<file path="src/rtl/isolator_blip_pkg.sv">
// isolator_blip_pkg: shared state encoding and widths for the isolator blip detector
package isolator_blip_pkg;
  localparam int WIDTH_W = 8;
  localparam int TS_W = 16;
  localparam logic [WIDTH_W-1:0] WIDTH_MAX = 8'd255;
  typedef enum logic {ST_IDLE, ST_PULSE} state_t;
endpackage

</file>
<file path="src/rtl/isolator_blip_detector_sync.sv">
// isolator_sync: STAGES-deep synchroniser chain; every flop resets to the idle level
module isolator_sync #(
  parameter int   STAGES     = 2,
  parameter logic IDLE_LEVEL = 1'b0
) (
  input  logic clk,
  input  logic reset,
  input  logic d,
  output logic q
);
  logic [STAGES-1:0] sync_q, sync_d;
  always_comb sync_d = {sync_q[STAGES-2:0], d};
  always_ff @(posedge clk)
    if (!reset) sync_q <= {STAGES{IDLE_LEVEL}};
    else sync_q <= sync_d;
  assign q = sync_q[STAGES-1];
endmodule

</file>
<file path="src/rtl/isolator_blip_detector.sv">
// isolator_blip_detector: measures isolator pulse widths and flags pulses shorter than MIN_GOOD_WIDTH.
// Optional BLIP_TIMESTAMP_EN adds a free-running cycle counter and the blip_time output.
module isolator_blip_detector
  import isolator_blip_pkg::*;
#(
  parameter int   SYNC_STAGES    = 2,
  parameter int   MIN_GOOD_WIDTH = 8,
  parameter logic IDLE_LEVEL     = 1'b0
) (
  input  logic               clk,
  input  logic               reset,
  input  logic               iso_in,
  input  logic               clear,
  output logic               iso_level,
  output logic               blip_valid,
  output logic               good_valid,
  output logic [WIDTH_W-1:0] pulse_width,
  output logic [WIDTH_W-1:0] blip_count,
`ifdef BLIP_TIMESTAMP_EN
  output logic [TS_W-1:0]    blip_time,
`endif
  output logic               blip_seen
);
  state_t state_q, state_d;
  logic prev_q, prev_d, start, stop, ended, is_blip;
  logic [WIDTH_W-1:0] cnt_q, cnt_d, pulse_width_q, pulse_width_d, blip_count_q, blip_count_d;
  logic blip_valid_q, blip_valid_d, good_valid_q, good_valid_d, blip_seen_q, blip_seen_d;

  isolator_sync #(.STAGES(SYNC_STAGES), .IDLE_LEVEL(IDLE_LEVEL)) u_sync (
    .clk(clk), .reset(reset), .d(iso_in), .q(iso_level)
  );

  always_comb begin
    prev_d        = iso_level;
    start         = (iso_level != IDLE_LEVEL) && (prev_q == IDLE_LEVEL);
    stop          = (iso_level == IDLE_LEVEL) && (prev_q != IDLE_LEVEL);
    ended         = stop && (state_q == ST_PULSE);
    is_blip       = ended && (cnt_q < WIDTH_W'(MIN_GOOD_WIDTH));
    state_d       = (state_q == ST_IDLE && start) ? ST_PULSE : ended ? ST_IDLE : state_q;
    cnt_d         = (state_q == ST_IDLE && start) ? WIDTH_W'(1) :
                    (state_q == ST_PULSE && iso_level != IDLE_LEVEL && cnt_q != WIDTH_MAX) ? cnt_q + 1'b1 : cnt_q;
    blip_valid_d  = is_blip;
    good_valid_d  = ended && !is_blip;
    pulse_width_d = ended ? cnt_q : pulse_width_q;
    // clear overrides a coincident blip for the tally and sticky flag only
    blip_count_d  = clear ? '0 : (is_blip && blip_count_q != WIDTH_MAX) ? blip_count_q + 1'b1 : blip_count_q;
    blip_seen_d   = clear ? 1'b0 : blip_seen_q | is_blip;
  end

  always_ff @(posedge clk)
    if (!reset) begin
      state_q       <= ST_IDLE;
      prev_q        <= IDLE_LEVEL;
      cnt_q         <= '0;
      blip_valid_q  <= 1'b0;
      good_valid_q  <= 1'b0;
      pulse_width_q <= '0;
      blip_count_q  <= '0;
      blip_seen_q   <= 1'b0;
    end else begin
      state_q       <= state_d;
      prev_q        <= prev_d;
      cnt_q         <= cnt_d;
      blip_valid_q  <= blip_valid_d;
      good_valid_q  <= good_valid_d;
      pulse_width_q <= pulse_width_d;
      blip_count_q  <= blip_count_d;
      blip_seen_q   <= blip_seen_d;
    end

  assign blip_valid  = blip_valid_q;
  assign good_valid  = good_valid_q;
  assign pulse_width = pulse_width_q;
  assign blip_count  = blip_count_q;
  assign blip_seen   = blip_seen_q;

`ifdef BLIP_TIMESTAMP_EN
  logic [TS_W-1:0] ts_q, ts_d, blip_time_q, blip_time_d;
  always_comb begin
    ts_d        = ts_q + 1'b1;
    blip_time_d = is_blip ? ts_q : blip_time_q;
  end
  always_ff @(posedge clk)
    if (!reset) begin
      ts_q        <= '0;
      blip_time_q <= '0;
    end else begin
      ts_q        <= ts_d;
      blip_time_q <= blip_time_d;
    end
  assign blip_time = blip_time_q;
`endif
endmodule

</file>
<file path="config.mk">
export PLATFORM = sky130hd
export DESIGN_NAME = isolator_blip_detector
export DESIGN_NICKNAME = d
export VERILOG_FILES = /design/src/rtl/isolator_blip_pkg.sv /design/src/rtl/isolator_blip_detector_sync.sv /design/src/rtl/isolator_blip_detector.sv
export SDC_FILE = /design/constraint.sdc
export NUM_CORES = 1
export LEC_CHECK = 0
export CAP_MARGIN = 20
export CELL_PAD_IN_SITES_DETAIL_PLACEMENT = 0
export CELL_PAD_IN_SITES_GLOBAL_PLACEMENT = 2
export CORE_MARGIN = 5
export CORE_UTILIZATION = 28
export DETAILED_ROUTE_END_ITERATION = 16
export PLACE_DENSITY = 0.73
export RECOVER_POWER = 100
export SYNTH_ARGS = -nofsm -noshare
export SYNTH_HDL_FRONTEND = slang
export SYNTH_SLANG_ARGS = --single-unit
</file>
<file path="constraint.sdc">
create_clock -name clk -period 1.9 [get_ports clk]
set_input_delay 0.475 -clock clk [delete_from_list [all_inputs] [get_ports clk]]
set_output_delay 0.475 -clock clk [all_outputs]
set_load 0.02 [all_outputs]
</file>
==> metrics.md <==
| Metric | Value |
|---|---|
| Run status | `finished clean` |
| Clock Skews | `~0.0064 ns` |
| Setup Viol. Count Final | `0` |
| Synth Area in Simple Gates | `approximately 27%` |
| Worst reg2reg startpoint | `cnt_q[5]$_SDFFE_PP0P_` |
| Synthesized instance count | `approximately 140` |
| Max-slew violation count | `0` |
| CORE AREA | `around 0.0047 mm^2` |
| Combinational group share of total power | `roughly 3.5%` |
| Largest vdd supply drop | `between 0.3 and 0.4 mV` |
| Synth top area cells | `sky130_fd_sc_hd__dfxtp_1 (46%), sky130_fd_sc_hd__mux2i_1 (8.2%), sky130_fd_sc_hd__nor2b_1 (4.2%), sky130_fd_sc_hd__xor2_1 (3.3%), sky130_fd_sc_hd__nand3_1 (3.0%)` |
| Global routing met2 resource utilization | `between 15 and 20%` |
| I/O Buffers | `23` |
| Cell class contributing the biggest share of worst-path delay | `buffers and inverters` |
| Pwr Total | `between 0.001 and 0.0015 W` |
| Floorplan die height | `approximately 80 um` |
| Via count of the first global-routing pass | `1,187` |
| CTS tree | `done` |
| Share of Yosys cell area claimed by the top area cell type | `46.49%` |
| Number of violations of the max-capacitance limit | `0` |
| Postcts setup bufs | `0` |
| Buffer type at the clock tree root | `sky130_fd_sc_hd__clkbuf_8` |
| Std cell rows | `25` |
| Min-delay worst type | `reg2reg` |
| Max Fclk | `546.0 MHz` |
| Top_reg_cell synth | `sky130_fd_sc_hd__dfxtp_1` |
| X dimension of the die | `between 70 and 80 um` |
| Mux cell area share after synthesis | `slightly above 8%` |
| Portion of total power attributed to the clock network | `39.9%` |
| Register-to-Register Setup Slack | `approximately 0.080 ns` |
| Clock sink count | `31` |
| Initial antenna violation count | `0` |
| Adder-cell share of the synthesized area | `2.624%` |
| Cell area power density | `between 600 and 700 mW/mm^2` |
| CTS hold repair buffers | `0` |
| Total instance count after detailed placement | `224` |
| Fill cell instance count of the final layout | `463` |
| Pleak | `0.7192 nW` |
| Mean area per synthesized cell | `around 9.7 um^2` |
| Maximum cell stage delay along the critical path | `0.65 ns` |
| Post-synthesis cell area | `0.001335 mm^2` |
| Worst slack on hold paths | `0.4312 ns` |
| Normalized max-slew margin | `a little over half` |
| Least-Margin Pin Slew | `0.6981 ns` |
| TritonCTS buffer count | `5` |
| Antenna diode count | `0` |
| Highest-delay cell along the critical path | `sky130_fd_sc_hd__clkdlybuf4s50_1` |
| Final total negative setup slack | `0 ns` |
| Final routed wire length divided by cell count | `roughly 14 um` |
| Part of the cycle the worst path needs | `a little over nine tenths` |
| Number of stages on the worst setup path | `1` |
| First drt pass iteration count | `4` |
| Sequential area share after synthesis | `a little under half` |
| Vias per Instance | `approximately 5` |
| Synth async-reset ratio | `0%` |
| I/O pin count | `24` |
| Worst setup SP type | `flop` |
| Buffers and inverters on the worst path | `1` |
| Switching power share of the total | `a little over a fifth` |
| M1 GR Usage | `12.47%` |
| Number of hold violations in the final report | `0` |
| CP Data Required Time | `1.42 ns` |
| RSZ-0062 raised after global routing | `no` |
| Remaining DRCs | `0` |
| Effective utilization at floorplan | `28.64%` |
| Cell area after placement | `roughly 0.0017 mm^2` |
| Synth Area in XOR/XNOR | `under 10%` |
| Switching component of the power | `around 0.00024 W` |
| Startpoint of the worst setup timing path | `blip_count[3]$_SDFFE_PP0P_` |
| Antenna-violating nets left | `0` |
| Worst Path Max Fanout | `7` |
| Crit path kind | `reg2out` |
| Grt total ovfl | `0` |
| Area Growth Syn to Fin | `33.46%` |
| Internal portion of total power | `approximately 0.00092 W` |
| Via count | `roughly 1.2k` |
| Arrival time at the worst endpoint | `roughly 1.4 ns` |
| Overall track demand over capacity in global routing | `between 10% and 20%` |
| Busiest layer in global routing | `met2` |
| Combinational family with the most area after synthesis | `simple AND/OR/NAND/NOR gates` |
| Syn nets | `between 100 and 150` |
| Iteration-0 DRC Markers | `31` |
| Placed wire-length estimate | `between 2000 and 2500 um` |
| Endpoint of the worst register-to-register path | `blip_count[3]$_SDFFE_PP0P_` |
| Final cell count without fillers | `231` |
| Compound-cell area share of the yosys netlist | `between 10 and 15%` |
| Source-to-sink clock delay at the later pin of the worst-skew pair | `between 0.2 and 0.3 ns` |
| Crit path time final | `about 1.8 ns` |
| Share of post-route cells with drive strength above 1 | `around an eighth` |
| Number of warnings printed during yosys synthesis | `0` |
| Maximum number of pins on one net before global-route repair | `18` |
| Clock-pin slew reported for the worst setup and hold paths after clock tree synthesis | `0.06 ns` |
| Wire length of the first global-routing pass | `between 5000 and 6000 um` |
| Depth of the worst register-to-register path | `4` |
| Die area | `roughly 0.0062 mm^2` |
| Area of all placed cells without fillers | `between 0.0015 and 0.002 mm^2` |
| Final wirelength | `between 3000 and 4000 um` |
| Total number of H-tree levels | `2` |
| Cell accounting for the most synthesized area | `sky130_fd_sc_hd__dfxtp_1` |
| Worst setup EP type | `output pin` |
| Post-synthesis cell type count | `35` |
| Critical path capture point | `blip_count[3]` |
| Number of enable flip-flop cells after synthesis | `0` |
| Met3 global-route usage | `roughly 4.0%` |
| Relative contribution of sequential cells to total power | `between 50% and 60%` |
| Number of nets at the end of the flow | `about 180` |
| RD Place Congestion | `about 0.73` |
| Max Root-Sink Buffers | `2` |
| Worst path cell trace | `clkdlybuf4s50_1` |
| Flip-flop and latch count after synthesis | `31` |
==> sequential cells by signal (all words and copies together), names as in the netlist <==
signal         count
blip_count         8
cnt_q              8
pulse_width        8
u_sync.sync_q      2
blip_seen          1
blip_valid         1
good_valid         1
prev_q             1
state_q            1
==> layout make-up <==
| cell class | count | area [um^2] | area share (%) |
|---|---|---|---|
| multi-input cells | 101 | 698.2 | 39.19 |
| flip-flops and latches | 31 | 621.8 | 34.90 |
| repair buffers | 36 | 310.3 | 17.42 |
| clock buffers | 6 | 72.57 | 4.073 |
| well taps | 54 | 67.56 | 3.792 |
| inverters | 3 | 11.26 | 0.6320 |
==> synth_stat cells (all sizes together) (2+ instances only) <==
cell	instances
dfxtp	31
mux2i	11
nor2b	9
nand3	8
nor2	8
a21oi	7
and2	6
nand2	5
xor2	5
o21ai	4
or3	4
or4	4
clkbuf	3
inv	3
nand2b	3
nand4	3
o211ai	3
o31ai	3
and3	2
and4	2
ha	2
nand3b	2
o41ai	2
==> layer usage <==
metal	up-vias	wire length, um
met5	-	0
met4	0	64
met3	6	180
met2	21	1547
met1	550	1347
li1	581	-
==> how the worst min path moves through the flow <==
stage                                startpoint                     endpoint  slack [ns]  depth (start not counted)
CTS                 u_sync.sync_q[0]$_SDFF_PN0_  u_sync.sync_q[1]$_SDFF_PN0_        0.44                          1
global route        u_sync.sync_q[0]$_SDFF_PN0_  u_sync.sync_q[1]$_SDFF_PN0_        0.45                          1
finish              u_sync.sync_q[0]$_SDFF_PN0_  u_sync.sync_q[1]$_SDFF_PN0_        0.43                          1
global placement    u_sync.sync_q[0]$_SDFF_PN0_  u_sync.sync_q[1]$_SDFF_PN0_        0.42                          1
floorplan           u_sync.sync_q[0]$_SDFF_PN0_  u_sync.sync_q[1]$_SDFF_PN0_        0.41                          1
detailed placement  u_sync.sync_q[0]$_SDFF_PN0_  u_sync.sync_q[1]$_SDFF_PN0_        0.42                          1
==> power groups by stage <==
stage,Combinational [W],Sequential [W],Clock [W]
final,0.0000403,0.000660,0.000464
after global routing,0.0000459,0.000660,0.000522
after CTS,0.0000426,0.000659,0.000487
after detailed placement,0.0000422,0.000674,0
after global placement,0.0000407,0.000673,0
after floorplan,0.0000204,0.000674,0
==> cells by family after synthesis <==
kind of cell / after synthesis
muxes: 11
xor gates and xnor gates: 5
buffers and inverters: 7
and+or+nand+nor: 60
adders and majority gates: 3
DFF: 31
AOI/OAI and AO/OA: 21
==> timing repair <==
action,CTS,global route
gates resized for setup,2,2
pin swaps,5,0
gates cloned,1,0
setup endpoints to repair,3,2
==> stage by stage <==
stage,util (%),setup WS [ns]
2_1_floorplan,-,-0.03604
3_3_place_gp,36.83,-0.05476
3_5_place_dp,36.83,-0.08599
4_1_cts,38.82,0.01540
5_1_grt,38.23,0.002712
6_report,38.23,0.06851
==> cells in the final DEF, fill, tap and decap left out, types with 5 or more instances in the layout <==
cell type	synthesis	layout
sky130_fd_sc_hd__clkdlybuf4s50_1	0	9
sky130_fd_sc_hd__xor2_1	5	5
sky130_fd_sc_hd__mux2i_1	11	11
sky130_fd_sc_hd__dfxtp_1	31	30
sky130_fd_sc_hd__clkbuf_1	3	5
sky130_fd_sc_hd__and2_1	5	5
sky130_fd_sc_hd__nand2_1	5	5
sky130_fd_sc_hd__clkbuf_8	0	5
sky130_fd_sc_hd__nor2b_1	9	9
sky130_fd_sc_hd__a21oi_1	7	7
sky130_fd_sc_hd__nor2_1	8	8
sky130_fd_sc_hd__dlygate4sd3_1	0	13
sky130_fd_sc_hd__buf_4	0	9
sky130_fd_sc_hd__nand3_1	8	8
No activity file was read; power rests on OpenSTA's default activity.
